[config.mk]
export PLATFORM = sky130hd
export DESIGN_NAME = credit_bcd_converter
export DESIGN_NICKNAME = d
export VERILOG_FILES = /design/src/rtl/slot_pkg.sv /design/src/rtl/bcd_digit_adj.sv /design/src/rtl/credit_bcd_converter.sv
export SDC_FILE = /design/constraint.sdc
export NUM_CORES = 1
export LEC_CHECK = 0
export BUFFER_PORTS_ARGS = -buffer_cell sky130_fd_sc_hd__buf_2
export CAP_MARGIN = 40
export CORE_MARGIN = 4
export CORE_UTILIZATION = 45
export DETAILED_ROUTE_END_ITERATION = 16
export PLACE_DENSITY = 0.67
export SLEW_MARGIN = 10
export SYNTH_ARGS = -nofsm -noshare
export SYNTH_HDL_FRONTEND = slang
export SYNTH_SLANG_ARGS = --single-unit
[constraint.sdc]
create_clock -name clk -period 1.5 [get_ports clk]
set_clock_uncertainty 0.1 [all_clocks]
set_input_delay 0.075 -clock clk [delete_from_list [all_inputs] [get_ports clk]]
set_output_delay 0.075 -clock clk [all_outputs]
set_load 0.01 [all_outputs]
[src/rtl/slot_pkg.sv]
// Shared types and constants for the slot machine credit display path.
package slot_pkg;

  typedef logic [3:0] bcd_digit_t;

  localparam int CREDIT_BIN_W  = 12;
  localparam int CREDIT_DIGITS = 3;
  localparam int CREDIT_SAT    = 999;

  typedef enum logic [1:0] {
    IDLE  = 2'd0,
    SHIFT = 2'd1,
    DONE  = 2'd2
  } conv_state_t;

endpackage

[src/rtl/bcd_digit_adj.sv]
// Double-dabble correction for one BCD nibble: add 3 when the digit is 5 or more.
module bcd_digit_adj
  import slot_pkg::*;
(
  input  bcd_digit_t digit,
  output bcd_digit_t adjusted
);

  assign adjusted = (digit >= 4'd5) ? digit + 4'd3 : digit;

endmodule

[src/rtl/credit_bcd_converter.sv]
// Sequential binary-to-BCD converter (shift-and-add-3, one bit per clock)
// with saturation to the largest displayable value and an overflow flag.
module credit_bcd_converter
  import slot_pkg::*;
#(
  parameter int BIN_W   = CREDIT_BIN_W,
  parameter int DIGITS  = CREDIT_DIGITS,
  parameter int SAT_VAL = CREDIT_SAT
) (
  input  logic                  clk,
  input  logic                  reset,
  input  logic                  start,
  input  logic [BIN_W-1:0]      bin_in,
  output logic                  busy,
  output logic                  valid,
  output logic [4*DIGITS-1:0]   bcd_out,
  output logic                  overflow
);

  // One guard digit above the displayed ones so large inputs do not wrap mid-conversion.
  localparam int ACC_W = 4*DIGITS + 4;
  localparam int CNT_W = $clog2(BIN_W + 1);
  localparam logic [BIN_W:0]      SAT_EXT = (BIN_W+1)'(SAT_VAL);
  localparam logic [4*DIGITS-1:0] NINES   = {DIGITS{4'h9}};

  conv_state_t            state;
  logic [ACC_W-1:0]       acc;
  logic [ACC_W-1:0]       acc_adj;
  logic [BIN_W-1:0]       shreg;
  logic [CNT_W-1:0]       cnt;
  logic                   ovf_pending;
  logic [ACC_W+BIN_W-1:0] shifted;

  for (genvar g = 0; g < DIGITS + 1; g++) begin : g_adj
    bcd_digit_adj u_adj (
      .digit    (acc[4*g +: 4]),
      .adjusted (acc_adj[4*g +: 4])
    );
  end

  // Adjust first, then shift the combined {acc, shreg} left by one bit.
  assign shifted = {acc_adj[ACC_W-2:0], shreg, 1'b0};

  assign busy = (state != IDLE);

  // NOTE: all state below uses non-blocking assignments so every register
  // samples the pre-edge values of its peers, exactly like the hardware.
  always_ff @(posedge clk) begin
    if (reset) begin
      state       <= IDLE;
      acc         <= '0;
      shreg       <= '0;
      cnt         <= '0;
      ovf_pending <= 1'b0;
      valid       <= 1'b0;
      bcd_out     <= '0;
      overflow    <= 1'b0;
    end else begin
      valid <= 1'b0;
      case (state)
        IDLE: begin
          if (start) begin
            shreg       <= bin_in;
            acc         <= '0;
            cnt         <= CNT_W'(BIN_W);
            ovf_pending <= ({1'b0, bin_in} > SAT_EXT);
            state       <= SHIFT;
          end
        end
        SHIFT: begin
          acc   <= shifted[ACC_W+BIN_W-1:BIN_W];
          shreg <= shifted[BIN_W-1:0];
          cnt   <= cnt - 1'b1;
          if (cnt == CNT_W'(1)) state <= DONE;
        end
        DONE: begin
          // Outputs change only here, so they never show a half-finished value.
          if (ovf_pending) begin
            bcd_out  <= NINES;
            overflow <= 1'b1;
          end else begin
            bcd_out  <= acc[4*DIGITS-1:0];
            overflow <= 1'b0;
          end
          valid <= 1'b1;
          state <= IDLE;
        end
        default: state <= IDLE;
      endcase
    end
  end

endmodule
# ---- After elaboration in Yosys (flattened, before gate mapping)
# Index checks and enable logic that the tools add are counted.
dict set report totals {
  register_bits 49
  latch_bits 0
  ram_bits 0
  rom_bits 0
  input_bits 15
  output_inout_bits 15
  wordCells 45
  mem_count 0
}
dict set report op_classes {
  n_addsub 5
  multipliers 0
  div_mod_pow 0
  order_cmp 5
  n_eq_ne 5
  n_shift 0
  n_mux 16
  n_bitwise 0
  n_reduce_logical 6
}
# operator count
set op_table {}
lappend op_table {{$pmux 16 s2} 1}
lappend op_table {{$mux 12} 2}
lappend op_table {{$pmux 12 s2} 1}
lappend op_table {{$ge 4x3->1 const B} 4}
lappend op_table {{$mux 16} 1}
lappend op_table {{$mux 4} 4}
lappend op_table {{$add 4x2->4 const B} 3}
lappend op_table {{$gt 12x10->1 const B} 1}
lappend op_table {{$pmux 4 s2} 1}
lappend op_table {{$reduce_and 2->1} 3}
lappend op_table {{$eq 4x1->1 const B} 1}
lappend op_table {{$mux 2} 2}
lappend op_table {{$ne 2x2->1 const B} 2}
lappend op_table {{$pmux 2 s2} 1}
lappend op_table {{$reduce_bool 2->1} 2}
lappend op_table {{$sub 4x1->4 const B} 1}
lappend op_table {{$add 3x2->3 const B} 1}
lappend op_table {{$mux 3} 1}
lappend op_table {{$eq 2x1->1 const B} 1}
lappend op_table {{$eq 2x2->1 const B} 1}
lappend op_table {{$logic_not 2->1} 1}
lappend op_table {{$mux 1} 2}

# ---- Longest topological paths before layout
dict set report logic_depth {
  ltp_word 3
  depth_mapped 6
  mapped_depth_nobuf 6
}

# ---- By module
# From an unflattened synthesis, not the netlist that was laid out.
dict set report hier_totals {
  hier_cells 278
  hier_area_um2 2263.4
}
# module n_inst cells_per_inst area_per_inst_um2 seq_area_each_um2
set by_module_without_submodules {}
lappend by_module_without_submodules {credit_bcd_converter 1 230 1959.4 900.9}
lappend by_module_without_submodules {bcd_digit_adj 3 16 101.3 0.0}

# ---- Worst setup path after synthesis
# Ideal clock, no wire load.
dict set report synth_timing {
  path_type {reg2reg}
  startpoint {register acc[5]}
  endpoint {register acc[6]}
  setup_ps 117
  arrival_ps 1234
  required_ps 1283
  setup_slack_ps 49
  path_stages_with_launch 7
  path_buffers 0
  synth_period_minus_slack_ps 1451
  path_cell_list {dfxtp_1 inv_1 ha_1 nand2b_1 a21oi_1 mux2i_1 a22o_1}
}
dict set report synth_between {
  elab_chain_len 3
  elab_cells_between_ends 4
  classes_between {1 x add/sub; 1 x order compare; 2 x mux}
}
# item line
set synth_lines {}
lappend synth_lines {{from (decl)} credit_bcd_converter.sv:27} ;# logic [ACC_W-1:0] acc;
lappend synth_lines {{from (signal assigned)} credit_bcd_converter.sv:71} ;# acc <= shifted[ACC_W+BIN_W-1:BIN_W];
lappend synth_lines {{$add 4x2->4 / $ge 4x3->1 (equally long branches)} bcd_digit_adj.sv:9} ;# assign adjusted = (digit >= 4'd5) ? digit + 4'd3 : digit;
lappend synth_lines {{$mux 4 (*)} bcd_digit_adj.sv:9}
lappend synth_lines {{$pmux 16 s2 (*)} credit_bcd_converter.sv:60} ;# case (state)
# Mark *: on every way between the ends. The rest lies on a longest branch, timed or not.
# A chain may end at the register's enable or synchronous reset.

# ---- Worst setup path in the final report
dict set report layout_timing {
  startpoint {register state[0]}
  endpoint {output busy}
}
dict set report layout_between {
  elab_chain_len 1
}
# item line
set layout_lines {}
lappend layout_lines {{from (decl)} credit_bcd_converter.sv:26} ;# conv_state_t state;
lappend layout_lines {{from (signal assigned)} credit_bcd_converter.sv:50} ;# state <= IDLE;
lappend layout_lines {{from (signal assigned)} credit_bcd_converter.sv:67} ;# state <= SHIFT;
lappend layout_lines {{from (signal assigned)} credit_bcd_converter.sv:74} ;# if (cnt == CNT_W'(1)) state <= DONE;
lappend layout_lines {{$reduce_bool 2->1} credit_bcd_converter.sv:44} ;# assign busy = (state != IDLE);
lappend layout_lines {{to (decl)} credit_bcd_converter.sv:14} ;# output logic busy,
# No other way between the ends.

==> results.json <==
{
  "status": "finished, final reports clean",
  "die_area_mm2": 0.00612,
  "track_usage_pct": 16.7,
  "power_frac_comb_pct": 13.4,
  "syn2layout_area_growth_pct": 21.3,
  "worstHoldPathType": "in2reg",
  "cts_root_buffer": "clkbuf_8",
  "firstDrtPassIters": 4,
  "min_to": "ovf_pending",
  "drtAntennaViolNets": 0,
  "die_h_um": 78.2,
  "cts_max_path_buffers": 2,
  "cts_buffers": 5,
  "ys_ff_latch": 45,
  "initialDrtViolationCount": 118,
  "antenna_found_initial": 0,
  "wirelength_mm": 4.94,
  "ff2ff_setup_slack_ns": 0.07,
  "diodes": 0,
  "reg2reg_depth": 6,
  "worstSetupStartpoint": "state[0]",
  "pwr-share-seq_pct": 50.7,
  "ys_seq_area_share_pct": 40.6,
  "yosysWarnings": 0,
  "setup_viol": 0,
  "vias_per_cell": 5.24,
  "io_pins": 30,
  "synth_compound_area_share_pct": 21.7,
  "fmax_mhz": 698,
  "synth.avg_cell_area_um2": 8.54,
  "power.internal_mw": 1.91,
  "holdWs_ns": 0.0945,
  "cellLeakagePower_nw": 1.11,
  "clock-sinks": 45,
  "worstReg2RegEnd": "acc[6]",
  "slew_headroom_pct": 67.5,
  "power_switching_mw": 0.664,
  "min_path_cells": 5,
  "grt-busiest-layer": "met2",
  "drive_gt1_share_pct": 27.9,
  "grt_pass1_wl_mm": 8.39,
  "finalHoldViolCount": 0,
  "synth.distinct_cells": 36,
  "clk_pin_slew_ns": 0.08,
  "synthSimpleGateAreaFrac_pct": 22.6,
  "hpwl_mm": 3.55,
  "post-route-period-util_pct": 95.5,
  "final_common_cell": "nor2_1",
  "switching_share_pct": 25.8,
  "path_class": "reg2out",
  "final_cell_mix": "nor2_1, dfxtp_1, a21oi_1",
  "ir_drop_mv": 0.575,
  "grt_pass1_vias": 1833,
  "power.density_mw_per_mm2": 957,
  "numPortBuffers": 29,
  "min_period_ns": 1.43,
  "drc_errors": 0,
  "synth.area.mux_share_pct": 1.35,
  "h-tree-depth": 2,
  "tightestPinTransition_ns": 0.487,
  "grt_util_met3_pct": 4.13,
  "coreArea_mm2": 0.00475,
  "wl_per_cell_um": 13.4,
  "crit_required_ns": 1.32,
  "cp_data_arrival_time_ns": 1.26,
  "maxCapViolCount": 0,
  "cts_tree": "yes",
  "use_met1_pct": 20.7,
  "dr_total_vias": 1929,
  "min_from": "bin_in[10]",
  "grt_use_met2_pct": 29.5,
  "chipWidth_um": 78.2,
  "slew_violations": 0,
  "utilization_pct": 56.6,
  "grt_max_degree": 24,
  "globalRouteOverflowTotal": 0,
  "gp_congestion": 0.827,
  "worstSetupStartpointType": "flip-flop",
  "r2r-start": "acc[5]",
  "netlist_area_mm2": 0.00222,
  "synth_fa_ha_area_share_pct": 4.51,
  "nets": 323,
  "start_util_pct": 46.7,
  "std_cell_rows": 25,
  "synthXorXnorAreaFrac_pct": 1.58,
  "clockPowerShare_pct": 35.9,
  "end_kind": "output pin",
  "worstPathMaxFanout": 9,
  "netlist_instances": 260,
  "synth_nets": 283,
  "clkLatencyLatePin_ns": 0.30,
  "synth_top_family_by_area": "simple AND/OR/NAND/NOR gates"
}
[flip-flops by register name (all words and copies together) (netlist names)]
name	flops
cnt	4
bcd_out	12
shreg	12
valid	1
ovf_pending	1
acc	12
overflow	1
state	2
[worst max-delay path by stage]
stage               to
6_report          busy
5_1_grt         acc[6]
2_1_floorplan   acc[6]
3_5_place_dp   acc[10]
3_3_place_gp    acc[2]
4_1_cts         acc[5]
[cell usage after synthesis, drive strengths merged]
library cell	number	area share, %
buf	13	4.5
nor2b	8	2.6
xor2	1	0.39
a21oi	36	8.1
o221a	6	3.0
nand3	3	0.68
nand4	2	0.56
nor3	17	3.8
o21ai	7	1.6
a32oi	1	0.39
clkbuf	5	0.85
nor3b	1	0.85
nand2b	5	1.7
a2111oi	5	2.9
xnor2	3	1.2
dfxtp	45	41
a211oi	2	0.68
o211ai	1	0.34
or2	1	0.28
o21bai	1	0.85
a311oi	1	0.68
mux2i	3	1.4
or3	3	0.85
nand3b	4	1.4
nor2	45	7.6
a22oi	1	0.34
a22o	7	2.8
nand2	10	1.7
ha	8	4.5
inv	14	2.4
nor4	1	0.56
[through the flow]
stage                     setup TNS, ns  instances  power [mW]  instance area [um^2]  setup WS (ns)
final                                 0        368        2.57                  2690         0.0682
after global routing           -0.00191        368        2.69                  2690       -0.00191
after CTS                             0        368        2.58                  2650        0.00274
after detailed placement        -0.0550        358        1.66                  2510        -0.0260
after global placement         -0.00255        358        1.65                  2510       -0.00255
after floorplan                       0        260        1.55                  2220         0.0490
[power by group through the flow]
stage                     clock (mW)  sequential, mW  combinational, mW
after floorplan                    0            1.31              0.246
after global placement             0            1.33              0.328
after detailed placement           0            1.33              0.333
after CTS                      0.942            1.30              0.341
after global routing           0.988            1.32              0.388
final                          0.923            1.31              0.346
[kinds of logic after synthesis]
group,after synthesis
AND/OR/NAND/NOR,100
AO/OA/AOI/OAI,68
buffers and inverters,32
XOR/XNOR,4
multiplexers,3
adder cells (fa/ha/maj),8
flip-flops,45
[worst max-delay path, stage by stage, from the launching register on]
cell,delay (ns)
dfxtp_4,0.39
buf_6,0.15
or2_2,0.29
buf_2,0.14
[what timing repair did]
action,in CTS,in global routing
gates resized for setup,4,12
setup endpoints to repair,7,17
hold endpoints to repair,2,0
setup buffers,0,0
hold buffers,2,0
pin swaps,0,4
[final cells by class]
class	count	area [um^2]
Multi-Input combinational cell	183	1190
Fill cell	458	2060
Clock inverter	2	38.8
Timing Repair Buffer	51	344
Clock buffer	6	72.6
Tap cell	67	83.8
Inverter	14	52.6
Sequential cell	45	908
[layer usage]
metal  up-vias  share of wire, %  routed length [um]
met5         -                 0                   0
met2        38                47                2330
li1        991                 -                   -
met3         4               4.2                 205
met1       896                48                2370
met4         0              0.61                  30
Note: power is estimated with default switching activity, not from simulation.
